[config.mk]
export PLATFORM = sky130hd
export DESIGN_NAME = regfile_wb_arbiter
export DESIGN_NICKNAME = d
export VERILOG_FILES = /design/src/rtl/regfile_wb_arbiter_pkg.sv /design/src/rtl/regfile_wb_arbiter_rr_arb2.sv /design/src/rtl/regfile_wb_arbiter.sv
export SDC_FILE = /design/constraint.sdc
export NUM_CORES = 1
export LEC_CHECK = 0
export CAP_MARGIN = 10
export CORE_MARGIN = 4
export CORE_UTILIZATION = 38
export DETAILED_ROUTE_END_ITERATION = 8
export GPL_ROUTABILITY_DRIVEN = 0
export PLACE_DENSITY = 0.87
export SKIP_LAST_GASP = 1
export SLEW_MARGIN = 5
export SYNTH_ARGS = -nofsm -noshare
export SYNTH_HDL_FRONTEND = slang
export SYNTH_SLANG_ARGS = --single-unit
[constraint.sdc]
create_clock -name clk -period 1.9 [get_ports clk]
set_input_delay 0.38 -clock clk [delete_from_list [all_inputs] [get_ports clk]]
set_output_delay 0.38 -clock clk [all_outputs]
set_load 0.02 [all_outputs]
[src/rtl/regfile_wb_arbiter_pkg.sv]
// rtl/regfile_wb_arbiter_pkg.sv - requester IDs and default widths for the writeback arbiter
package regfile_wb_arbiter_pkg;

  typedef enum logic {
    REQ_EXU = 1'b0,
    REQ_LSU = 1'b1
  } req_id_e;

  localparam int DEF_ADDR_WIDTH = 5;
  localparam int DEF_DATA_WIDTH = 64;

endpackage

[src/rtl/regfile_wb_arbiter_rr_arb2.sv]
// rtl/regfile_wb_arbiter_rr_arb2.sv - two-way round-robin arbiter, pointer moves only on a grant
module rr_arb2
  import regfile_wb_arbiter_pkg::*;
(
  input  logic       clk,
  input  logic       rst_n,
  input  logic [1:0] req,
  output logic [1:0] gnt
);

  req_id_e last_q, last_d;

  always_comb begin
    gnt = 2'b00;
    case (req)
      2'b01:   gnt = 2'b01;
      2'b10:   gnt = 2'b10;
      2'b11:   gnt = (last_q == REQ_LSU) ? 2'b01 : 2'b10;
      default: gnt = 2'b00;
    endcase
  end

  // A grant is always a transfer because ready is the grant itself.
  always_comb begin
    last_d = last_q;
    if (gnt[0])      last_d = REQ_EXU;
    else if (gnt[1]) last_d = REQ_LSU;
  end

  always_ff @(posedge clk or negedge rst_n) begin
    if (!rst_n) last_q <= REQ_LSU;
    else        last_q <= last_d;
  end

endmodule

[src/rtl/regfile_wb_arbiter.sv]
// rtl/regfile_wb_arbiter.sv - EXU/LSU writeback arbiter with busy scoreboard
// Optional trace printing of writes and grant conflicts: define REGFILE_WB_TRACE_EN.
module regfile_wb_arbiter
  import regfile_wb_arbiter_pkg::*;
#(
  parameter int ADDR_WIDTH = DEF_ADDR_WIDTH,
  parameter int DATA_WIDTH = DEF_DATA_WIDTH
) (
  input  logic                  clk,
  input  logic                  rst_n,
  input  logic                  exu_valid,
  output logic                  exu_ready,
  input  logic [ADDR_WIDTH-1:0] exu_rd,
  input  logic [DATA_WIDTH-1:0] exu_data,
  input  logic                  lsu_valid,
  output logic                  lsu_ready,
  input  logic [ADDR_WIDTH-1:0] lsu_rd,
  input  logic [DATA_WIDTH-1:0] lsu_data,
  input  logic                  issue_valid,
  input  logic [ADDR_WIDTH-1:0] issue_rd,
  input  logic [ADDR_WIDTH-1:0] rs1,
  input  logic [ADDR_WIDTH-1:0] rs2,
  output logic                  rs1_busy,
  output logic                  rs2_busy,
  output logic                  wen,
  output logic [ADDR_WIDTH-1:0] rd,
  output logic [DATA_WIDTH-1:0] dataD
);

  localparam int NREG = 1 << ADDR_WIDTH;

  logic [1:0]            req, gnt;
  logic                  xfer;
  logic [ADDR_WIDTH-1:0] sel_rd;
  logic [DATA_WIDTH-1:0] sel_data;

  logic                  wen_q, wen_d;
  logic [ADDR_WIDTH-1:0] rd_q, rd_d;
  logic [DATA_WIDTH-1:0] wdata_q, wdata_d;
  logic [NREG-1:0]       busy_q, busy_d;

  // Masking requests with rst_n keeps both readies low during reset.
  assign req = {lsu_valid & rst_n, exu_valid & rst_n};

  rr_arb2 u_rr_arb2 (
    .clk   (clk),
    .rst_n (rst_n),
    .req   (req),
    .gnt   (gnt)
  );

  assign exu_ready = gnt[0];
  assign lsu_ready = gnt[1];
  assign xfer      = |gnt;
  assign sel_rd    = gnt[1] ? lsu_rd   : exu_rd;
  assign sel_data  = gnt[1] ? lsu_data : exu_data;

  always_comb begin
    wen_d   = xfer && (sel_rd != '0);
    rd_d    = xfer ? sel_rd   : rd_q;
    wdata_d = xfer ? sel_data : wdata_q;
  end

  // Clear first, then set, so an issue at the same edge as a retire wins.
  always_comb begin
    busy_d = busy_q;
    if (xfer)        busy_d[sel_rd]   = 1'b0;
    if (issue_valid) busy_d[issue_rd] = 1'b1;
    busy_d[0] = 1'b0;
  end

  always_ff @(posedge clk or negedge rst_n) begin
    if (!rst_n) begin
      wen_q   <= 1'b0;
      rd_q    <= '0;
      wdata_q <= '0;
      busy_q  <= '0;
    end else begin
      wen_q   <= wen_d;
      rd_q    <= rd_d;
      wdata_q <= wdata_d;
      busy_q  <= busy_d;
    end
  end

  assign wen      = wen_q;
  assign rd       = rd_q;
  assign dataD    = wdata_q;
  assign rs1_busy = busy_q[rs1];
  assign rs2_busy = busy_q[rs2];

`ifdef REGFILE_WB_TRACE_EN
  always @(posedge clk) begin
    if (rst_n && xfer && (sel_rd != '0))
      $display("wb x%0d <- 0x%0h (%s)", sel_rd, sel_data, gnt[1] ? "lsu" : "exu");
    if (rst_n && exu_valid && lsu_valid)
      $display("wb conflict: exu and lsu both valid, grant %s", gnt[1] ? "lsu" : "exu");
  end
`else
`endif

endmodule

==> flow_metrics.tcl <==
set metrics [dict create \
    leading_area_contributor_after_synthesis "sky130_fd_sc_hd__dfrtp_1" \
    dieWidth_um 126 \
    detail-route-antenna-nets 0 \
    grt.overflow.total 0 \
    top_level_ports 232 \
    dp_hpwl_um 14400 \
    timing_worst_setup_path_type "flop to primary output" \
    whs_ps 50.9 \
    synth_edf_count 0 \
    core-area_sq_um 13400 \
    synth.yosys.seq_area_share_pct 48.4 \
    period_needed_ps 2410 \
    path_buf_inv 1 \
    yosys.cell_count.top_type "sky130_fd_sc_hd__nand2_1" \
    drt-initial-drc-count 330 \
    slew_headroom_pct 51.5 \
    ir_worst_vdd_uv 383 \
    die_area_sq_um 15800 \
    postLayoutSetupSlackWorst_ps -507 \
    clock_tree_from_tritoncts "done" \
    worst_ep_required_time_ps 1520 \
    syn-mean-instance-area_sq_um 8.99 \
    static_leakage_power_nw 3.60 \
    holdCritPathClass "primary input to async pin" \
    finalClockSkew_ps 11.2 \
    critical_path.top_delay_family "multiplexers" \
    vias 5704 \
    grt_pass1_vias 5730 \
    start_kind "flop" \
    grt_util_all_layers_pct 23.4 \
    violations "negative setup slack" \
    cts_sinks 102 \
    clock_insertion_delay_worst_skew_ps 340 \
    ys_types 41 \
    yosysWarningCount 0 \
    drcViolationCount 0 \
    chipHeight_um 126 \
    clock.fmax_mhz 415 \
    route.final.wire_length_um 19100 \
    final_min_period_over_clock_period_pct 127 \
    grt_setup_unrepaired "yes" \
    finalSetupViolations 3 \
    initial_drt_pass_iterations 5 \
    clkTransAtPathRegs_ps 70 \
    syn-cell-area_sq_um 5280 \
    max-clock-path-buffers 2 \
    p_per_area_nw_per_um2 818 \
    placed_cells_incl_taps 1023 \
    postCtsHoldBufs 0 \
    avgRoutedWirePerCell_um 18.2 \
    worst_slew_pin_slew_ps 728 \
    drt-vias-per-instance 5.45 \
    post_layout_nonfiller_instances 1047 \
    cts_max_level 3 \
    result_of_the_run "finished with violations" \
    syn_to_final_growth_pct 64.4 \
    yosys_most_used_dff "sky130_fd_sc_hd__dfrtp_1" \
    antenna_found_initial 1 \
    yosys-top-cells-count "sky130_fd_sc_hd__nand2_1, sky130_fd_sc_hd__dfrtp_1, sky130_fd_sc_hd__nor2_1, sky130_fd_sc_hd__a31oi_1, sky130_fd_sc_hd__o21ai_0" \
    maximum_capacitance_violations 0 \
    cp_cell_instances "mux4_2 > mux2i_1 > nor3b_1 > or3_4 > buf_4" \
    grt_max_degree 55 \
    row_count 42 \
    endpoint_kind "primary output" \
    postSynth.asyncResetShare_pct 100 \
    syn_inst 587 \
    synthDominantCellAreaShare_pct 47.9 \
    numPortBuffers 231 \
    grt_first_pass_wirelength_um 29700 \
    register_bit_total_from_synthesis 102 \
    layout.nets 1023 \
    cts_buf_count 9 \
    final_layout_size_suffix_gt1_share_pct 14.5 \
    synth_fp_nets 745 \
    synthTopCellsByArea "sky130_fd_sc_hd__dfrtp_1, sky130_fd_sc_hd__nand2_1, sky130_fd_sc_hd__a31oi_1" \
    critPathSlowestCell "sky130_fd_sc_hd__mux4_2" \
    critPathMaxStageDelay_ps 490 \
    clock_tree.root_cell "sky130_fd_sc_hd__clkbuf_16" \
    hold_viol_final 0 \
    worst-endpoint-arrival_ps 2030 \
    worstPathMaxFanout 3 \
    slew_violations 0 \
    initial_util_pct 39.4 \
]
-- through the flow --
step | TNS, ps | utilization (%) | power [W] | worst slack (ps) | area, sq um
detailed placement | -20840 | 61.3 | 0.00528 | -1190 | 8210
CTS | -1030 | 64.1 | 0.00708 | -535 | 8590
finish | -975 | 64.7 | 0.00710 | -507 | 8680
global route | -1250 | 64.7 | 0.00743 | -553 | 8680
floorplan | -38.2 | - | 0.00388 | -19.1 | 5270
global placement | -15710 | 61.3 | 0.00519 | -1140 | 8210
-- worst register-to-register path, stage by stage, from the launching register on --
cell and delay, ps:
sky130_fd_sc_hd__dfstp_2 610, sky130_fd_sc_hd__nand2b_4 170, sky130_fd_sc_hd__buf_4 110, sky130_fd_sc_hd__nand4_1 100, sky130_fd_sc_hd__a21o_2 290, sky130_fd_sc_hd__o31ai_1 300
sky130_fd_sc_hd__o21ai_1 130
-- state kept, by name, indices dropped and copies added (netlist names) --
signal / flops
busy_q: 31
dataD: 64
rd: 5
u_rr_arb2.last_q: 1
wen: 1
-- final cells by class --
cell class | count | area, sq um
clock inverter | 2 | 16.3
sequential | 102 | 2550
antenna | 1 | 2.50
multi-input combinational | 445 | 2630
tap | 176 | 220
fill | 1076 | 4720
clock buffer | 14 | 264
inverter | 4 | 17.5
timing repair buffer | 303 | 2970
-- report_power, final --
group          total [W]  internal (W)  leakage, nW  switching (W)
clock network    0.00176      0.000966        0.133       0.000792
registers        0.00289       0.00256         1.17       0.000325
logic            0.00245       0.00131         2.29        0.00114
-- layout by cell type (no fill, tap or decap), drive strengths merged, types with 2 or more instances in the layout --
master         synthesis  routed
clkbuf                21      14
a21oi                 10      10
o31ai                 31      31
dlymetal6s2s           0       2
mux2                   3       3
nor4b                  2       2
nor2                  71      71
clkdlybuf4s50          0     217
nand2b                 5       5
nor3                   2       2
clkdlybuf4s15          0       2
o21ai                 40      40
mux2i                 26      26
nand3b                 5       5
nand3                  8       8
mux4                   6       6
dlygate4sd2            0       6
dfrtp                101     101
or3                    3       3
nor3b                  2       2
nand2                135     135
or3b                   3       3
buf                   15      76
a31oi                 63      63
inv                    4       4
a2111oi                2       2
nand4                  3       3
a22oi                  4       4
nor2b                 11      11
a222oi                 3       3
-- path summary, 6_finish.rpt --
| kind | startpoint | endpoint | slack, ps | cells past startpoint |
|---|---|---|---|---|
| max | busy_q[19] | rs2_busy | -510 | 5 |
| min | rst_n | u_rr_arb2.last_q | 50 | 1 |
| max reg2reg | u_rr_arb2.last_q | busy_q[7] | 70 | 6 |
| min reg2reg | rd[3] | rd[3] | 490 | 2 |
| max in group asynchronous | rst_n | dataD[47] | 900 | 3 |
| min in group clk | rd[3] | rd[3] | 490 | 2 |
-- cells by family (layout without fill, tap and decap cells) --
group | count (synthesis) | in the layout | synth area share, %
AOI/OAI and AO/OA | 157 | 157 | 18.7
buffers and inverters | 40 | 323 | 3.89
DFF | 102 | 102 | 48.4
muxes | 35 | 35 | 8.56
other | 0 | 1 | 0
and+or+nand+nor | 253 | 253 | 20.4
-- per-layer routing --
layer	share of wire, %	vias up	track usage [%]
li1	-	2654	-
met1	37	2689	27.3
met2	51	310	40.8
met3	8.5	51	5.59
met4	3.2	0	10.5
met5	0	-	0
-- repair_timing --
action | 4_1_cts | 5_1_grt
gates resized for setup | 41 | 25
gates cloned | 2 | 0
setup endpoints to repair | 23 | 30
setup buffers | 5 | 0
pin swaps | 3 | 3
(Power assumes the default switching activity.)
